`config.mk`:
```
export PLATFORM = sky130hd
export DESIGN_NAME = brownout_ctrl
export DESIGN_NICKNAME = d
export VERILOG_FILES = /design/src/rtl/brownout_ctrl.sv
export SDC_FILE = /design/constraint.sdc
export NUM_CORES = 1
export LEC_CHECK = 0
export CAP_MARGIN = 25
export CORE_ASPECT_RATIO = 0.75
export CORE_MARGIN = 2
export CORE_UTILIZATION = 44
export DETAILED_ROUTE_END_ITERATION = 16
export HOLD_SLACK_MARGIN = 0.06
export PLACE_DENSITY = 0.78
export SLEW_MARGIN = 30
export SYNTH_ARGS = -nofsm -noshare
export SYNTH_HDL_FRONTEND = slang
export SYNTH_SLANG_ARGS = --single-unit
```
`constraint.sdc`:
```
create_clock -name sys_ck -period 2.4 [get_ports sys_ck]
set_input_delay 0.36 -clock sys_ck [delete_from_list [all_inputs] [get_ports sys_ck]]
set_output_delay 0.36 -clock sys_ck [all_outputs]
set_load 0.01 [all_outputs]
```
`src/rtl/brownout_ctrl.sv`:
```
// Brownout monitor controller: configures the brownout macro, sequences enable/settle/arm,
// qualifies the synchronized brownout flag, counts trip events and cross-checks the macro feedback.
`timescale 1ns/1ps
module brownout_ctrl #(
  parameter int SETTLE_W = 8,
  parameter int EVT_W    = 8
) (
  input  logic                sys_ck,
  input  logic                sys_rst,
  input  logic                cfg_we,
  input  logic                cfg_ena,
  input  logic [2:0]          cfg_otrip,
  input  logic [2:0]          cfg_vtrip,
  input  logic [SETTLE_W-1:0] cfg_settle,
  input  logic                irq_clr,
  input  logic                brout_in,
  input  logic [7:0]          otrip_fb,
  input  logic [7:0]          vtrip_fb,
  output logic [2:0]          otrip,
  output logic [2:0]          vtrip,
  output logic                ena,
  output logic                force_ena_rc_osc,
  output logic                force_dis_rc_osc,
  output logic                force_short_oneshot,
  output logic [1:0]          state,
  output logic                brownout,
  output logic                irq,
  output logic [EVT_W-1:0]    evt_cnt,
  output logic                cfg_err
);

  typedef enum logic [1:0] {IDLE = 2'd0, SETTLE = 2'd1, ARMED = 2'd2, TRIPPED = 2'd3} state_t;

  state_t              cur_state, nxt_state;
  logic                brout_m, brout_s;
  logic [SETTLE_W-1:0] settle_cnt, settle_nxt;
  logic                trip_evt;
  logic                err_nxt;

  assign state = cur_state;

  // Feedback is bad unless it is exactly the one-hot decode of the code we drive.
  function automatic logic fb_bad(input logic [7:0] fb, input logic [2:0] code);
    logic [2:0] enc;
    logic       one_hot;
    enc = 3'd0;
    for (int i = 0; i < 8; i++)
      if (fb[i]) enc = enc | 3'(i);
    one_hot = (fb != 8'd0) && ((fb & (fb - 8'd1)) == 8'd0);
    return !one_hot || (enc != code);
  endfunction

  always_comb begin
    // NOTE: every combinational output gets a default first so no path leaves it unassigned (no latch).
    nxt_state  = cur_state;
    settle_nxt = settle_cnt;
    trip_evt   = 1'b0;
    if (cfg_we) begin
      if (cfg_ena) begin
        nxt_state  = SETTLE;
        settle_nxt = cfg_settle;
      end else begin
        nxt_state  = IDLE;
      end
    end else begin
      case (cur_state)
        IDLE:    nxt_state = IDLE;
        SETTLE:  if (settle_cnt == '0) nxt_state = ARMED;
                 else settle_nxt = settle_cnt - 1'b1;
        ARMED:   if (brout_s) begin
                   nxt_state = TRIPPED;
                   trip_evt  = 1'b1;
                 end
        TRIPPED: if (!brout_s) nxt_state = ARMED;
        default: nxt_state = IDLE;
      endcase
    end
    err_nxt = (cur_state != IDLE) && (fb_bad(otrip_fb, otrip) || fb_bad(vtrip_fb, vtrip));
  end

  // Macro controls are decoded from the next state and registered, so they are glitch-free.
  always_ff @(posedge sys_ck) begin
    // NOTE: sequential state uses non-blocking assignments so all flops update from pre-edge values.
    if (sys_rst) begin
      brout_m             <= 1'b0;
      brout_s             <= 1'b0;
      cur_state           <= IDLE;
      settle_cnt          <= '0;
      otrip               <= 3'd0;
      vtrip               <= 3'd0;
      ena                 <= 1'b0;
      force_ena_rc_osc    <= 1'b0;
      force_dis_rc_osc    <= 1'b0;
      force_short_oneshot <= 1'b0;
      brownout            <= 1'b0;
      irq                 <= 1'b0;
      evt_cnt             <= '0;
      cfg_err             <= 1'b0;
    end else begin
      brout_m             <= brout_in;
      brout_s             <= brout_m;
      cur_state           <= nxt_state;
      settle_cnt          <= settle_nxt;
      if (cfg_we) begin
        otrip <= cfg_otrip;
        vtrip <= cfg_vtrip;
      end
      ena                 <= (nxt_state != IDLE);
      force_ena_rc_osc    <= (nxt_state == SETTLE);
      force_dis_rc_osc    <= 1'b0;
      force_short_oneshot <= (nxt_state == SETTLE);
      brownout            <= (nxt_state == TRIPPED);
      if (trip_evt && (evt_cnt != '1))
        evt_cnt <= evt_cnt + 1'b1;
      cfg_err             <= err_nxt;
      irq                 <= trip_evt | (err_nxt & ~cfg_err) | (irq & ~irq_clr);
    end
  end

endmodule

```
# Word-level counts from Yosys, hierarchy flattened
# Index checks and enable logic that the tools add are counted.
dict set report op_classes {
  n_addsub 4
  multipliers 0
  div 0
  n_lt_le_gt_ge 0
  eq_ne 10
  shift 0
  n_mux 27
  n_bitwise 8
  reduce_logical 19
}
# operator n
set ops {}
lappend ops {{8-bit two-way mux} 4}
lappend ops {{8-bit logical NOT} 3}
lappend ops {{3-bit two-way mux} 8}
lappend ops {{8-bit by 1-bit subtractor with 8-bit output, second input constant} 3}
lappend ops {{8-bit AND} 2}
lappend ops {{2-bit two-way mux} 8}
lappend ops {{8-bit nonzero test} 2}
lappend ops {{8-bit by 1-bit adder with 8-bit output, second input constant} 1}
lappend ops {{8-bit != test, second input constant} 1}
lappend ops {{2-bit one-hot mux with 4 select lines} 1}
lappend ops {{2-bit == test, second input constant} 3}
lappend ops {{1-bit two-way mux} 6}
lappend ops {{3-bit != test} 2}
lappend ops {{2-bit nonzero test} 3}
lappend ops {{2-bit by 1-bit == test with 1-bit output, second input constant} 2}
lappend ops {{1-bit logical AND} 4}
lappend ops {{1-bit logical OR} 3}
lappend ops {{3-bit AND reduction} 1}
lappend ops {{1-bit AND} 2}
lappend ops {{1-bit logical NOT} 2}
lappend ops {{2-bit logical NOT} 1}
lappend ops {{2-bit by 1-bit != test with 1-bit output, second input constant} 1}
lappend ops {{2-bit != test, second input constant} 1}
lappend ops {{1-bit NOT} 2}
lappend ops {{1-bit bitwise OR} 2}
dict set report totals {
  reg_bits 31
  latch_bits 0
  ram_bits 0
  romBits 0
  inputBits 36
  out_inout_bits 23
  n_memories 0
}

# Depth between registers and ports, before layout
dict set report depth {
  word_depth 14
  mapped_depth 7
  mapped_depth_nobuf 7
}

# Worst setup path after synthesis
# OpenSTA, ideal clock, no wires.
dict set report synth_path {
  kind {input -> register}
  startpoint {input port otrip_fb[0]}
  endpoint {register irq}
  setup_time_ns 0.134
  t_arrival_ns 1.949
  required_ns 2.266
  setup_slack_ns 0.317
  path_stages 5
  path_buffers 0
  cell_sequence {or4_4 > or4_4 > o2bb2ai_2 > a2111oi_4 > o22ai_1}
}
dict set report synth_via {
  elab_chain_cells 11
}
# item line_no
set synth_rtl {}
lappend synth_rtl {{from (decl)} 17} ;# input logic [7:0] otrip_fb,
lappend synth_rtl {{8-bit by 1-bit subtractor with 8-bit output} 49} ;# one_hot = (fb != 8'd0) && ((fb & (fb - 8'd1)) == 8'd0);
lappend synth_rtl {{8-bit AND} 49}
lappend synth_rtl {{8-bit logical NOT} 49}
lappend synth_rtl {{1-bit logical AND *} 49}
lappend synth_rtl {{1-bit logical NOT *} 50} ;# return !one_hot || (enc != code);
lappend synth_rtl {{1-bit logical OR *} 50}
lappend synth_rtl {{1-bit logical OR *} 78} ;# err_nxt = (cur_state != IDLE) && (fb_bad(otrip_fb, otrip) || fb_bad(vtrip_fb, vtrip));
lappend synth_rtl {{1-bit logical AND *} 78}
lappend synth_rtl {{1-bit AND *} 116} ;# irq <= trip_evt | (err_nxt & ~cfg_err) | (irq & ~irq_clr);
lappend synth_rtl {{1-bit bitwise OR * (2 in series)} 116}
lappend synth_rtl {{to (signal assigned)} 116}
lappend synth_rtl {{to (decl)} 27} ;# output logic irq,
# Mark *: on every way between the ends. The rest lies on a longest branch, timed or not.
# A chain may end at the register's enable or synchronous reset.

# Worst setup path after layout
# Ends and elaborated chain as after synthesis.

==> metrics <==
status complete, no violations; die area ~0.0043 sq mm; Worst R2R Path Depth 5; most frequent cells in the layout 57 x clkdlybuf4s50_1, 31 x dfxtp_1, 27 x nor2_1; die height roughly 57 um; Initial Utilization a little under half; power per cell area slightly below 500 mW/mm^2; Vias/cell 5.237; setup violators final 0; Yosys top cell by area dfxtp_1; clk_lat worst skew about 0.28 ns; Mapped Nets 234; area delta synth->final 49.17%; Num CTS Buffers 5; hold buffers post-CTS 0; Die W around 75 um; Vias 1681; Setup crit end kind flop; Seq/Total Area, Yosys a little under two fifths; post-synth top area share a little under two fifths; Bufs on Longest Clock Path 2; Initial DRT Pass Iterations 4; Finished Cell Area between 0.002 and 0.0025 sq mm; Max Fclk ~0.43 GHz; RSZ-0062 raised after global routing no; final hold vios 0; setup TNS 0 ns; Leak Pwr about 0.0009 uW; synthesized area 0.001649 sq mm; num rows 19; Avg Cell Area, Syn approximately 8.4 sq um; WL/cell about 13 um; Fin Clk Skew approximately 0.0044 ns; antenna cells 0; Max IR drop VDD approximately 0.38 mV; Hold Path Depth 1; DRC 0; largest net degree at the start of global routing 25; CP Data Required Time approximately 2.6 ns; area of the multi-input gates ~960 sq um; GPL Wtd Cong 0.8407; Iter 0 DRT Violations 83; pin slew with the least headroom to its limit between 0.5 and 0.6 ns; first-pass GRT wire length approximately 6600 um; layout filler cell count between 300 and 400; # IOs 59; CP Class input pin to flop; Yosys cell types 45; Post-DRT Antenna Nets 0; nets 306; Synth warnings 0; GRT overflow 0; fin crit period 2.316 ns; Max transition margin between 60% and 70%; final HPWL from detailed placement 3087 um; vias in the first global route between 1000 and 1500; period utilization between 90% and 100%; final-report max-slew violation count 0; Crit path arrival time around 2.5 ns; # H-tree levels 2; cells after synthesis roughly 200; post-cts resize count 0; clk slew on worst S/H paths 0.07 ns; HP Class flop to flop; GRT Overall Usage between 20% and 30%; number of max-cap violations 0; placed standard-cell area ~0.0024 sq mm; CTS tree yes; initial antenna violation count 0; Root Buffer clkbuf_8; postcts setup bufs 0; sequential cell area about 620 sq um; Core Area between 0.003 and 0.004 sq mm; Synth Register Bits 31; Max FO, Critical Path 2; share of post-route cells with drive strength above 1 between 10% and 20%; # port buffers 57; CP startpoint kind input pin; Synth area leaders dfxtp_1 38%, nor2_1 6.1%, mux2i_1 4.2%; final wirelength approximately 4100 um; Num Clock Sinks 31; commonest non-fill, non-tap cell in the layout clkdlybuf4s50_1
metal layers:
| metal | global-route usage [%] | part of all wire, % | wire length, um | vias up |
|---|---|---|---|---|
| met2 | 28.45 | 43 | 1762 | 49 |
| met3 | 6.007 | 4.2 | 173 | 4 |
| met1 | 29.48 | 51 | 2118 | 765 |
| li1 | - | - | - | 863 |
| met4 | 7.908 | 1.5 | 63 | 0 |
| met5 | 0 | 0 | 0 | - |
path summary, 6_finish.rpt:
| kind | endpoint | slack (ns) | startpoint |
|---|---|---|---|
| worst max-delay path | irq$_SDFF_PP0_ | 0.08 | otrip_fb[0] |
| worst min-delay path | brout_s$_SDFF_PP0_ | 0.46 | brout_m$_SDFF_PP0_ |
| worst max register to register | irq$_SDFF_PP0_ | 0.57 | otrip[1]$_SDFFE_PP0P_ |
| worst min register to register | brout_s$_SDFF_PP0_ | 0.46 | brout_m$_SDFF_PP0_ |
synthesized netlist by cell type, drive strengths merged:
library cell	instances
conb	1
a32o	2
o21ai	9
inv	5
or4	4
nor3	5
o2bb2ai	1
mux2	1
a41oi	1
nand3b	3
xor2	8
a32oi	1
and3	2
mux2i	7
a21oi	11
a211oi	7
o41ai	1
nor4bb	1
dfxtp	31
a2111oi	1
ha	2
o31ai	2
xnor2	2
or3	3
nand3	4
clkbuf	8
buf	2
a22o	2
nor2b	4
and2	2
nand2b	1
nor2	27
a2111o	1
o22ai	1
nor4b	1
nand4	7
a21o	1
nand2	15
o32ai	1
a31oi	1
nor4	4
o21a	3
final cells by class:
cell class                      instances  area share (%)
Tap cell                               52           2.645
Clock buffer                            6           2.950
Sequential cell                        31           25.23
Timing Repair Buffer                   75           28.69
Clock inverter                          2          0.5086
Multi-Input combinational cell        150           39.22
Inverter                                5          0.7630
through the flow:
stage / util (%) / worst slack (ns) / instances / total power [uW] / hold WS, ns
floorplan: - / 0.3175 / 196 / 687.8 / 0.4138
global placement: 65.29 / -0.1653 / 313 / 827.4 / 0.4265
detailed placement: 65.29 / -0.2208 / 313 / 831.5 / 0.4563
CTS: 67.63 / 0.08347 / 321 / 1230 / 0.4658
global route: 67.63 / 0.04270 / 321 / 1293 / 0.4786
finish: 67.63 / 0.08412 / 321 / 1219 / 0.4614
sequential cells by signal, summed over array words and instances (netlist names):
| signal | flops |
|---|---|
| brout_s | 1 |
| ena | 1 |
| evt_cnt | 8 |
| state | 2 |
| irq | 1 |
| force_short_oneshot | 1 |
| brownout | 1 |
| settle_cnt | 8 |
| brout_m | 1 |
| vtrip | 3 |
| otrip | 3 |
| cfg_err | 1 |
where the power goes:
part | switching, uW | total (uW) | internal (uW)
Combinational | 120 | 266 | 147
Sequential | 19.8 | 558 | 538
Clock | 192 | 394 | 202
cells by family (layout without fill, tap and decap cells):
logic type	Yosys count	in the layout	share of synthesized area, %
and+or+nand+nor	83	83	26.10
AOI/OAI and AO/OA	46	46	20.41
DFF	31	31	37.63
buffers and inverters	15	88	3.869
xor gates and xnor gates	10	10	5.311
muxes	8	8	4.932
adders and majority gates	2	2	1.517
other	1	1	0.2274
worst max-delay path, stage by stage:
cell and delay (ns):
clkdlybuf4s50_1 0.42, or4_4 0.55, or4_4 0.50, o2bb2ai_2 0.15, a2111oi_4 0.36, o22ai_1 0.13
No activity file was read; power rests on OpenSTA's default activity.
==> RTL change 1 (config.mk and constraints unchanged) <==
Make the reset (`sys_rst`) asynchronous in one clocked block.
--- a/src/rtl/brownout_ctrl.sv
+++ b/src/rtl/brownout_ctrl.sv
@@ -80,5 +80,5 @@
 
   // Macro controls are decoded from the next state and registered, so they are glitch-free.
-  always_ff @(posedge sys_ck) begin
+  always_ff @(posedge sys_ck or posedge sys_rst) begin
     // NOTE: sequential state uses non-blocking assignments so all flops update from pre-edge values.
     if (sys_rst) begin
Formal check against the unedited RTL: differs if sys_rst is asserted again (counterexample within 4 cycles, from zero or initial values and one cycle with sys_rst high); with sys_rst held inactive, the same outputs for 10 cycles.
==> RTL change 1 against the original RTL <==
Global-route usage shrank 1.4 points. Worst setup slack gained 0.070 ns. Power grew 8.9%. Routed wire length shrank 5.7%. Combinational power grew 15%. Final cell count shrank 11%. Design area shrank 2.3%. Sequential cell count is the same. Area after synthesis grew 1.7%. Critical endpoint is now ena$_DFF_PP0_. Largest cell class unchanged. Largest power group unchanged.
==> RTL change 1: results (changes against the original RTL) <==
outcome: "completed"
synth-async-reset-ratio_pct: 100  # +100 points
buffers: 63  # -16%
firstDrtPassIters: 7  # +3
layout.cells.non_filler: 285  # -11%
yosys-top-cells-area: "sky130_fd_sc_hd__dfrtp_1 (46%), sky130_fd_sc_hd__mux2_2 (4.7%), sky130_fd_sc_hd__nor2_1 (4.7%), sky130_fd_sc_hd__xnor2_1 (3.7%), sky130_fd_sc_hd__nor4_1 (3.0%)"
reg.largest.list: "evt_cnt x8, settle_cnt x8"
leakagePower_nw: 0.970  # +7.1%
parity_gate_share_of_the_synthesized_area_counting_xor_and_xnor_cells_pct: 6.26  # +0.95 points
grt_max_degree: 32  # +28%
area_share_clock_buf_inv_pct: 3.39  # -0.073 points
wire_length_of_the_first_global_routing_pass_mm: 6.17  # -6.3%
postSynthAreaPerCell_um2: 9.99  # +19%
switchingPower_uw: 370  # +12%
portBuffers: 57  # unchanged
synthesis.nets: 206  # -12%
via_count_of_the_first_global_routing_pass: 1394  # -3.3%
clk_pin_slew_worst_paths_ns: 0.06
weighted_congestion_at_the_end_of_routability_driven_global_placement: 0.865  # +2.9%
clock_buffer_count: 7  # +1
share_of_cell_area_taken_by_multi_input_logic_gates_pct: 35.1  # -4.2 points
final-nonclk-buf-share_pct: 25.6  # -3.1 points
crit_path_max_incr_delay_ns: 0.50  # -0.05 ns
vdd.ir_drop.worst_mv: 0.483  # +27%
max-slew-margin-rel_pct: 63.4  # -2.1 points
area.sequential_um2: 776  # +25%
p_int_uw: 956  # +7.9%
final_nets: 270  # -12%
total_negative_slack_ns: 0  # unchanged
synth_seq_area_share_pct: 46.2  # +8.6 points
post_route_cells_drive_above_1_share_pct: 12.0  # +0.49 points
slowest_stage: "sky130_fd_sc_hd__or4b_4"
grt_usage_pct: 19.0  # -1.4 points
nNonClkInverters: 6  # +1
finalHoldWorstSlack_ns: 0.343  # -0.118 ns
finalClockSkew_ns: 0.00437  # -0.000000250 ns
register_to_register_path_setup_slack_ns: 0.15  # -0.42 ns
power.share.sequential_pct: 47.5  # +1.7 points
layout_min_cycle_time_ns: 2.25  # -0.0696 ns
cts.repair.resized: 0  # unchanged
synth_compound_area_share_pct: 16.3  # -4.2 points
clockPowerShare_pct: 29.3  # -3.1 points
synth.distinct_cells: 44  # -2.2%
netlist_top_cells_count: "sky130_fd_sc_hd__dfrtp_1 (31), sky130_fd_sc_hd__nor2_1 (21), sky130_fd_sc_hd__o21ai_0 (9), sky130_fd_sc_hd__a21oi_1 (8), sky130_fd_sc_hd__nor4_1 (8)"
synth-adder-area-share_pct: 1.49  # -0.026 points
postPlaceCellArea_um2: 2290  # -3.5%
vias_per_cell: 5.39  # +2.9%
place_ws_ns: 0.0883  # +0.309 ns
num-multi-input-gates: 125  # -17%
fillers: 313  # +2.3%
synthMuxAreaShare_pct: 4.70  # -0.23 points
top_fanout_value_on_the_critical_path: 9  # +7
total_half_perimeter_wirelength_after_legalization_and_detailed_placement_mm: 2.82  # -8.6%
drt_first_iter_violations: 55  # -34%
RTL change 1: path summary, 6_finish.rpt:
path                                            from                         to  cells after the start
max in group asynchronous                    sys_rst  settle_cnt[2]$_DFFE_PP0P_                      3
setup reg to reg           settle_cnt[0]$_DFFE_PP0P_              ena$_DFF_PP0_                      8
setup / recovery           settle_cnt[0]$_DFFE_PP0P_              ena$_DFF_PP0_                      8
hold reg to reg                    brout_m$_DFF_PP0_          brout_s$_DFF_PP0_                      0
min in group asynchronous                    sys_rst          cfg_err$_DFF_PP0_                      3
hold / removal                     brout_m$_DFF_PP0_          brout_s$_DFF_PP0_                      0
RTL change 1: layer usage:
layer | GRT usage (%) | vias up | part of all wire (%)
met5 | 0 | - | 0
met4 | 8.02 | 0 | 1.3
met3 | 4.77 | 9 | 9.7
met2 | 26.7 | 82 | 42
met1 | 27.9 | 702 | 47
li1 | - | 743 | -
==> RTL change 2 (same flow settings) <==
Without the edit above. Change the parameter `EVT_W` from 8 to 10.
--- a/src/rtl/brownout_ctrl.sv
+++ b/src/rtl/brownout_ctrl.sv
@@ -4,5 +4,5 @@
 module brownout_ctrl #(
   parameter int SETTLE_W = 8,
-  parameter int EVT_W    = 8
+  parameter int EVT_W    = 10
 ) (
   input  logic                sys_ck,
Ports: changed (resized evt_cnt); port bits go from 59 to 61. No check against the original RTL was run, so the function may have changed too.
==> RTL change 2 against the original RTL <==
Area after synthesis up 5.2%. Power up 15%. Design area up 2.4%. Sequential cell count up 2. Core utilization up 0.29 points. Sequential share of layout area up 1.0 points. Worst setup slack better by 0.0032 ns. Routed wire length up 12%. Hold slack worse by 0.018 ns.
==> RTL change 2: results (changes against the original RTL) <==
outcome: "completed"
worstPathArrival_ns: 2.49  # +0.02 ns
seq_cell_count: 33  # +6.5%
place_ws_ns: 0.127  # +0.347 ns
wl_mm: 4.62  # +12%
postPlaceCellArea_um2: 2400  # +1.0%
final-nonclk-buf-share_pct: 25.4  # -3.3 points
weighted_congestion_at_the_end_of_routability_driven_global_placement: 0.912  # +8.4%
post_route_cells_drive_above_1_share_pct: 7.04  # -4.5 points
finalClockSkew_ns: 0.00777  # +0.00339 ns
via_count_of_the_first_global_routing_pass: 1646  # +14%
portBuffers: 59  # +3.5%
synth_seq_area_share_pct: 38.1  # +0.46 points
yosys-top-cells-area: "sky130_fd_sc_hd__dfxtp_1 (38%), sky130_fd_sc_hd__nor2_1 (5.6%), sky130_fd_sc_hd__nor4_1 (4.0%), sky130_fd_sc_hd__xnor2_1 (3.5%), sky130_fd_sc_hd__a21oi_1 (3.5%)"
grt_usage_pct: 21.4  # +0.99 points
reg.largest.list: "evt_cnt x10, settle_cnt x8"
share_of_cell_area_taken_by_multi_input_logic_gates_pct: 40.2  # +1.0 points
total_half_perimeter_wirelength_after_legalization_and_detailed_placement_mm: 3.43  # +11%
design.die.area_um2: 4460  # +4.8%
layout.cells.non_filler: 322  # +0.31%
max_slew.worst_pin.slew_ns: 0.501  # -0.0139 ns
buffers: 64  # -15%
netlist_top_cells_count: "sky130_fd_sc_hd__dfxtp_1 (33), sky130_fd_sc_hd__nor2_1 (26), sky130_fd_sc_hd__nand2_1 (14), sky130_fd_sc_hd__a21oi_1 (12), sky130_fd_sc_hd__nor4_1 (11)"
synth.distinct_cells: 43  # -4.4%
postSynthAreaPerCell_um2: 8.38  # -0.43%
slowest_stage: "sky130_fd_sc_hd__or4b_4"
leakagePower_nw: 0.868  # -4.2%
crit_path_max_incr_delay_ns: 0.52  # -0.03 ns
multi_input_area_um2: 1010  # +5.1%
num-multi-input-gates: 160  # +6.7%
switchingPower_uw: 350  # +5.4%
final_nets: 307  # +0.33%
seqAreaFraction_pct: 26.2  # +1.0 points
grt_max_degree: 19  # -24%
top_fanout_value_on_the_critical_path: 7  # +5
routed-via-count: 1766  # +5.1%
vdd.ir_drop.worst_mv: 0.365  # -3.8%
synthesis.nets: 245  # +4.7%
==> RTL change 2: changes by cell type after synthesis, sizes merged, moves of 4 or more <==
cell,unedited run,this run
nor3,5,9
o22ai,1,5
xnor2,2,7
a22oi,0,5
nor4,4,11
==> RTL change 2: power groups by stage <==
stage | sequential (mW) | clock (mW) | combinational [mW]
after floorplan | 0.610 | 0 | 0.126
after global placement | 0.610 | 0 | 0.250
after detailed placement | 0.612 | 0 | 0.253
after CTS | 0.599 | 0.550 | 0.254
after global routing | 0.603 | 0.572 | 0.278
final | 0.600 | 0.546 | 0.255
==> RTL change 2: per-layer routing <==
| metal | up-vias | GRT usage, % | share of wire [%] | routed length [um] |
|---|---|---|---|---|
| li1 | 894 | - | - | - |
| met2 | 47 | 34.1 | 45 | 2070 |
| met1 | 820 | 28.8 | 49 | 2250 |
| met3 | 5 | 5.21 | 5.8 | 266 |
| met5 | - | 0 | 0 | 0 |
| met4 | 0 | 7.53 | 0.91 | 42 |
==> RTL change 2: path summary, 6_finish.rpt <==
path / start / end / slack (ns) / depth (start not counted)
setup reg to reg: settle_cnt[0]$_SDFFE_PP0P_ / settle_cnt[3]$_SDFFE_PP0P_ / 0.09 / 7
setup / recovery: settle_cnt[0]$_SDFFE_PP0P_ / settle_cnt[3]$_SDFFE_PP0P_ / 0.09 / 7
hold / removal: brout_m$_SDFF_PP0_ / brout_s$_SDFF_PP0_ / 0.44 / 1
hold reg to reg: brout_m$_SDFF_PP0_ / brout_s$_SDFF_PP0_ / 0.44 / 1
==> RTL change 2: logic make-up after synthesis <==
kind of cell | synth area share, %
and+or+nand+nor | 28.7
AOI/OAI and AO/OA | 18.5
DFF | 38.1
buffers and inverters | 3.46
xor gates and xnor gates | 6.06
muxes | 3.46
adders and majority gates | 1.44
other | 0.216
